===== config.mk =====
export PLATFORM = sky130hd
export DESIGN_NAME = scan_ctrl
export DESIGN_NICKNAME = d
export VERILOG_FILES = /design/src/rtl/scan_ctrl.sv
export SDC_FILE = /design/constraint.sdc
export NUM_CORES = 1
export LEC_CHECK = 0
export ABC_CLOCK_PERIOD_IN_PS = 9800
export CORE_ASPECT_RATIO = 0.8
export CORE_MARGIN = 4
export CORE_UTILIZATION = 38
export CTS_CLUSTER_DIAMETER = 40
export DETAILED_ROUTE_END_ITERATION = 10
export SETUP_SLACK_MARGIN = 0.5
export SLEW_MARGIN = 20
export SYNTH_ARGS = -nofsm -noshare
export SYNTH_HDL_FRONTEND = slang
export SYNTH_SLANG_ARGS = --single-unit

===== constraint.sdc =====
create_clock -name clk -period 9.8 [get_ports clk]
set_input_delay 1.47 -clock clk [delete_from_list [all_inputs] [get_ports clk]]
set_output_delay 1.47 -clock clk [all_outputs]
set_load 0.01 [all_outputs]

===== src/rtl/scan_ctrl.sv =====
// Scan-chain load/capture/unload controller: streams pattern bytes into the chain and
// returns the captured response as bytes. Define SCAN_CTRL_SIG_EN to build the response signature.
module scan_ctrl #(
    parameter int unsigned CHAIN_LEN = 16,
    parameter int unsigned WIDTH     = 8,
    parameter int unsigned CNTBITS   = 8
) (
    input  logic             clk,
    input  logic             reset,
    input  logic             start,
    input  logic [WIDTH-1:0] din,
    input  logic             din_valid,
    output logic             din_ready,
    output logic [WIDTH-1:0] dout,
    output logic             dout_valid,
    input  logic             dout_ready,
    output logic             test_si,
    output logic             test_se,
    input  logic             test_so,
    output logic             chain_clk_en,
    output logic             busy,
    output logic             done,
    output logic [WIDTH-1:0] sig
);

    localparam logic [CNTBITS-1:0] LenC       = CNTBITS'(CHAIN_LEN);
    localparam logic [CNTBITS-1:0] LastC      = CNTBITS'(CHAIN_LEN - 1);
    localparam logic [CNTBITS-1:0] WidthC     = CNTBITS'(WIDTH);
    localparam logic [CNTBITS-1:0] WidthLastC = CNTBITS'(WIDTH - 1);
    localparam logic [CNTBITS-1:0] OneC       = CNTBITS'(1);

    typedef enum logic [2:0] {
        StIdle,
        StShift,
        StCapture,
        StUnload,
        StDone
    } state_e;

    state_e             state;
    logic [WIDTH-1:0]   pat_buf;
    logic [CNTBITS-1:0] buf_cnt;   // pattern bits still held in pat_buf
    logic [CNTBITS-1:0] fetched;   // pattern bits accepted so far this sequence
    logic [CNTBITS-1:0] cnt;       // chain bits shifted (SHIFT) or unloaded (UNLOAD)
    logic [CNTBITS-1:0] pos;
    logic [WIDTH-1:0]   acc;

    logic               shift_en;
    logic               unload_en;
    logic               din_fire;
    logic               dout_fire;
    logic               byte_end;
    logic [CNTBITS-1:0] remain;
    logic [CNTBITS-1:0] take;
    logic [WIDTH-1:0]   so_word;

    assign shift_en  = (state == StShift) && (buf_cnt != '0);
    assign din_ready = (state == StShift) && (fetched != LenC) && (buf_cnt <= OneC);
    assign din_fire  = din_valid && din_ready;
    assign remain    = LenC - fetched;
    // A short final byte contributes only the bits the chain still needs.
    assign take      = (remain > WidthC) ? WidthC : remain;

    // The chain may advance in the same cycle the pending response byte is taken.
    assign unload_en = (state == StUnload) && (cnt != LenC) && (!dout_valid || dout_ready);
    assign dout_fire = dout_valid && dout_ready;
    assign byte_end  = (pos == WidthLastC) || (cnt == LastC);
    assign so_word   = {{(WIDTH - 1){1'b0}}, test_so} << pos;

    assign test_se      = (state == StShift) || (state == StUnload);
    assign test_si      = shift_en && pat_buf[0];
    assign chain_clk_en = shift_en || (state == StCapture) || unload_en;
    assign busy         = (state != StIdle);
    assign done         = (state == StDone);

    always_ff @(posedge clk) begin
        if (!reset) begin
            state      <= StIdle;
            pat_buf    <= '0;
            buf_cnt    <= '0;
            fetched    <= '0;
            cnt        <= '0;
            pos        <= '0;
            acc        <= '0;
            dout       <= '0;
            dout_valid <= 1'b0;
        end else begin
            case (state)
                StIdle: begin
                    if (start) begin
                        state      <= StShift;
                        buf_cnt    <= '0;
                        fetched    <= '0;
                        cnt        <= '0;
                        pos        <= '0;
                        acc        <= '0;
                        dout_valid <= 1'b0;
                    end
                end
                StShift: begin
                    if (shift_en) begin
                        pat_buf <= pat_buf >> 1;
                        buf_cnt <= buf_cnt - OneC;
                        if (cnt == LastC) begin
                            state <= StCapture;
                            cnt   <= '0;
                        end else begin
                            cnt <= cnt + OneC;
                        end
                    end
                    // A refill lands on the same edge the last buffered bit leaves.
                    if (din_fire) begin
                        pat_buf <= din;
                        buf_cnt <= take;
                        fetched <= fetched + take;
                    end
                end
                StCapture: begin
                    state <= StUnload;
                    pos   <= '0;
                    acc   <= '0;
                end
                StUnload: begin
                    if (dout_fire) begin
                        dout_valid <= 1'b0;
                    end
                    if (unload_en) begin
                        cnt <= cnt + OneC;
                        if (byte_end) begin
                            dout       <= acc | so_word;
                            dout_valid <= 1'b1;
                            acc        <= '0;
                            pos        <= '0;
                        end else begin
                            acc <= acc | so_word;
                            pos <= pos + OneC;
                        end
                    end
                    if (dout_fire && (cnt == LenC)) begin
                        state <= StDone;
                    end
                end
                StDone: begin
                    state <= StIdle;
                end
                default: begin
                    state <= StIdle;
                end
            endcase
        end
    end

`ifdef SCAN_CTRL_SIG_EN
    logic [WIDTH-1:0] sig_q;

    always_ff @(posedge clk) begin
        if (!reset) begin
            sig_q <= '0;
        end else if ((state == StIdle) && start) begin
            sig_q <= '0;
        end else if (unload_en) begin
            sig_q <= {sig_q[WIDTH-2:0], sig_q[WIDTH-1] ^ test_so};
        end
    end

    assign sig = sig_q;
`else
    assign sig = '0;
`endif

endmodule


Word level (Yosys, flattened, before mapping):

Cells that the tools add are included.

* register bits after elaboration: 60
* input port bits: 14

* equal/unequal tests: 16
* order comparisons: 2
* $add $sub $neg: 5
* bitwise gates (word level): 1
* reductions and logical operators: 31
* shift operators: 1
* mux-type cells: 29

Operators with widths (count)
* 8-bit 2-to-1 mux: 14
* 8-bit case mux with 3 select lines: 3
* 8-bit case mux with 2 select lines: 2
* 8-bit by 1-bit adder with 8-bit output, second input constant: 2
* 8-bit by 5-bit != test with 1-bit output, second input constant: 2
* 3-bit 2-to-1 mux: 4
* 3-bit case mux with 4 select lines: 1
* 3-bit AND reduction: 4
* 1-bit logical AND: 9
* 3-bit nonzero test: 3
* 8-bit adder: 1
* 8-bit by 3-bit equality test with 1-bit output, second input constant: 1
* 8-bit by 4-bit equality test with 1-bit output, second input constant: 1
* 8-bit by 5-bit equality test with 1-bit output, second input constant: 1
* 8-bit by 4-bit greater-than comparator with 1-bit output, second input constant: 1
* 8-bit by 1-bit less-or-equal comparator with 1-bit output, second input constant: 1
* 2-bit != test, second input constant: 4
* 8-bit OR: 1
* 4-bit AND reduction: 2
* 8-bit nonzero test: 1
* 1-bit by 8-bit << shifter with 8-bit output: 1
* 5-bit by 8-bit subtractor with 8-bit output, first input constant: 1
* 8-bit by 1-bit subtractor with 8-bit output, second input constant: 1
* 3-bit by 2-bit equality test with 1-bit output, second input constant: 2
* other kinds (11): 22

Logic depth before layout (Yosys ltp):

* depth after elaboration: 6
* gate-level depth with buffers: 14
* mapped depth without buffers: 13

Worst setup path before layout:

No wires, ideal clock.

* path type: input port to output port
* start: in dout_ready
* end: out chain_clk_en
* path slack: 6.379 ns
* path buffers: 0
* data required time: 8.330 ns
* arrival: 1.951 ns
* stages on the path: 3
* cell sequence: nand2b_1 -> o211ai_1 -> o21ai_0

* longest elaborated chain between the ends: 3

RTL lines
* from (decl): line 16 `input logic dout_ready,`
* 1-bit logical OR: line 65 `assign unload_en = (state == StUnload) && (cnt != LenC) && (!dout_valid || dout_ready);`
* 1-bit logical AND: line 65
* 1-bit logical OR: line 72 `assign chain_clk_en = shift_en || (state == StCapture) || unload_en;`
* to (decl): line 20 `output logic chain_clk_en,`

Every way passes these cells.

Final worst setup path:

Same ends and word-level chain as after synthesis.

==> results.yml <==
route:
  first_pass_iters: 4
  drc: 0
  drtIter0Drc: 183
  totalWireLength_mm: 7.68
  viasPerCell: 5.37
  wl_per_cell_microns: 13.9
  vias: 2969
  final_antenna_net_count: 0
floorplanning:
  die_h_microns: 91.7
  die_w_microns: 113
  core_sq_mm: 0.00852
  dieArea_sq_mm: 0.0103
  initial_utilization_pct: 39.0
  pin_count: 37
  num_rows: 30
timing:
  skew_ps: 11.7
  finalHoldViolCount: 0
  rsz0062_at_grt: "no"
  tightest_slew_ps: 1010
  fin_ws_ps: 5350
  post-route-min-period_ps: 4450
  period_share_pct: 45.4
  setup_viol: 0
  fin_hold_ws_ps: 471
  fmax_mhz: 225
  maxSlewHeadroom_pct: 32.4
  fin_tns_setup_ps: 0
  slew_viol_final: 0
cells_and_area:
  drive_above_1_share_pct: 5.44
  insertedDiodeCount: 0
  fill_cells: 860
  stdcell_area_sq_mm: 0.00378
  fin_util_pct: 44.4
  stdcell_count: 553
  multi_input_area_sq_mm: 0.00192
  seq_area_sq_mm: 0.00120
  fin_nets: 460
  syn_to_final_growth_pct: 13.8
clock_tree:
  postCtsSetupRepairBufs: 0
  ctsHoldBuffers: 0
  clk_pin_slew_worst_paths_ps: 70
  cts-resized-gates: 0
  clock_path_buffers: 2
  clk_latency_ps: 340
  cts_tree: "built"
  cts_max_level: 3
  cts.sinks: 60
  numCtsBuffers: 9
  root_buffer: "clkbuf_8"
synth:
  async_flop_share_pct: 0
  synth_seq_cells: 60
  synthFlopType: "dfxtp_1"
  yosys_warnings: 0
  syn_area_per_cell_sq_um: 7.90
  synth_cells: 421
  ys_seq_area_share_pct: 36.1
  synth-edff-count: 0
  synth.distinct_cells: 64
  syn_area_sq_mm: 0.00332
placement:
  dp_hpwl_mm: 5.34
  gp_congestion: 0.812
  pre_cts_slack_ps: 5380
  port_buffers: 28
  dp_cells: 537
  post_dp_cell_area_sq_mm: 0.00360
flow_run:
  cap_violations: 0
grt:
  antenna_found_initial: 0
  grt_max_degree: 34
  first_global_vias: 2748
  grt_overflow_total: 0
  grt_usage_pct: 15.4
  grt_pass1_wl_mm: 13.1
pwr:
  p_leak_nw: 1.34
  powerDensity_mw_per_mm2: 210
  seqPwrFrac_pct: 37.4
  p_switching_uw: 299
  p_int_uw: 497
  combPwrFrac_pct: 35.9
  ir_drop_uv: 82.1
  total_power_uw: 796
  power_frac_clock_pct: 26.6
  p_sw_share_pct: 37.6
worst_setup_path:
  cpPeakStageDelay_ps: 580
  path_cells: "clkdlybuf4s50_1 -> nand2b_1 -> o211ai_1 -> o21ai_0 -> clkdlybuf4s50_1"
  critPathMaxFanout: 4
  critical_path.top_delay_family: "buffers and inverters"
  crit_required_ps: 8330
  cp_slowest_cell: "clkdlybuf4s50_1"
  path_class: "in2out"
  path_common_cell: "clkdlybuf4s50_1"
  crit_path_end_kind: "primary output"
  path_buf_inv: 2
  start_kind: "input pin"
  arrival_ps: 2980
outcome:
  outcome: "finished clean"
worst_hold_path:
  hp-class: "reg2reg"
[worst min-delay path, stage by stage (launching register included)]
cell     delay [ps]
dfxtp_1         310
nand3_1          60
a21oi_1          60
[power groups by stage]
stage	clock (mW)	combinational, mW	sequential, mW
floorplan	0	0.223	0.294
global placement	0	0.279	0.302
detailed placement	0	0.284	0.303
CTS	0.220	0.286	0.297
global route	0.235	0.320	0.302
finish	0.212	0.286	0.298
[state kept, by name, summed over array words and instances (netlist names)]
name / flops
acc: 8
buf_cnt: 8
state: 3
dout_valid: 1
dout: 8
pos: 8
pat_buf: 8
cnt: 8
fetched: 8
[worst paths after layout]
check | from | slack [ps] | end | cells past startpoint
worst max-delay path | dout_ready | 5350 | chain_clk_en | 5
worst min-delay path | pat_buf[7]$_SDFFE_PN0P_ | 470 | pat_buf[7]$_SDFFE_PN0P_ | 2
worst max register to register | fetched[1]$_SDFFE_PN0P_ | 6270 | fetched[6]$_SDFFE_PN0P_ | 12
worst min register to register | pat_buf[7]$_SDFFE_PN0P_ | 470 | pat_buf[7]$_SDFFE_PN0P_ | 2
[routing by layer]
metal  global-route usage (%)  vias to the layer above  wire (microns)
li1                         -                     1529               -
met1                     21.1                     1378            3860
met2                     23.0                       54            3370
met3                     5.08                        8             353
met4                     4.50                        0              97
met5                        0                        -               0
[logic make-up (layout without fill, tap and decap cells)]
family | Yosys count | count (layout) | share of synthesized area [%]
AO/OA/AOI/OAI | 105 | 105 | 21.4
other | 1 | 8 | 0.113
AND/OR/NAND/NOR | 184 | 184 | 27.2
XOR/XNOR | 15 | 15 | 3.95
flip-flops | 60 | 60 | 36.1
multiplexers | 1 | 1 | 0.339
buffers and inverters | 45 | 58 | 6.85
adder cells (fa/ha/maj) | 10 | 10 | 3.99
[Yosys cell counts (2+ instances only)]
cell type | n | area [sq um]
nor2_1 | 62 | 233
dfxtp_1 | 60 | 1200
nand2_1 | 41 | 154
a21oi_1 | 30 | 150
a211oi_1 | 13 | 97.6
inv_1 | 13 | 48.8
nor3_1 | 13 | 65.1
o21ai_0 | 13 | 65.1
a31oi_1 | 12 | 75.1
buf_4 | 11 | 82.6
clkbuf_1 | 11 | 41.3
nand3_1 | 11 | 55.1
nand4_1 | 11 | 68.8
xor2_1 | 11 | 96.3
a311oi_1 | 9 | 78.8
ha_1 | 9 | 113
buf_2 | 8 | 40.0
and3_1 | 7 | 43.8
nor2b_1 | 7 | 43.8
or3_1 | 6 | 37.5
nor4_1 | 4 | 25.0
xnor2_1 | 4 | 35.0
and2_1 | 3 | 18.8
nand2b_1 | 3 | 18.8
nor3b_1 | 3 | 22.5
a21o_1 | 2 | 15.0
nand3b_1 | 2 | 15.0
nand4b_1 | 2 | 17.5
o2111ai_1 | 2 | 17.5
o211ai_1 | 2 | 15.0
o21a_1 | 2 | 15.0
o41ai_1 | 2 | 17.5
[cells in the final DEF (no fill, tap or decap), types with 11 or more instances in the layout]
cell type and n:
nor2_1 62, dfxtp_1 60, nand2_1 41, a21oi_1 30, clkdlybuf4s50_1 28, nor3_1 13, o21ai_0 13, a211oi_1 13
inv_1 12, a31oi_1 12, xor2_1 11, nand3_1 11, nand4_1 11
[layout make-up]
| cell class | count | share of cell area, % |
|---|---|---|
| clock buffer | 11 | 3.47 |
| timing repair buffer | 29 | 7.61 |
| multi-input combinational | 323 | 50.8 |
| clock inverter | 5 | 1.39 |
| tap | 112 | 3.70 |
| inverter | 13 | 1.29 |
| sequential | 60 | 31.7 |
Power figures use the tool's default switching activity.
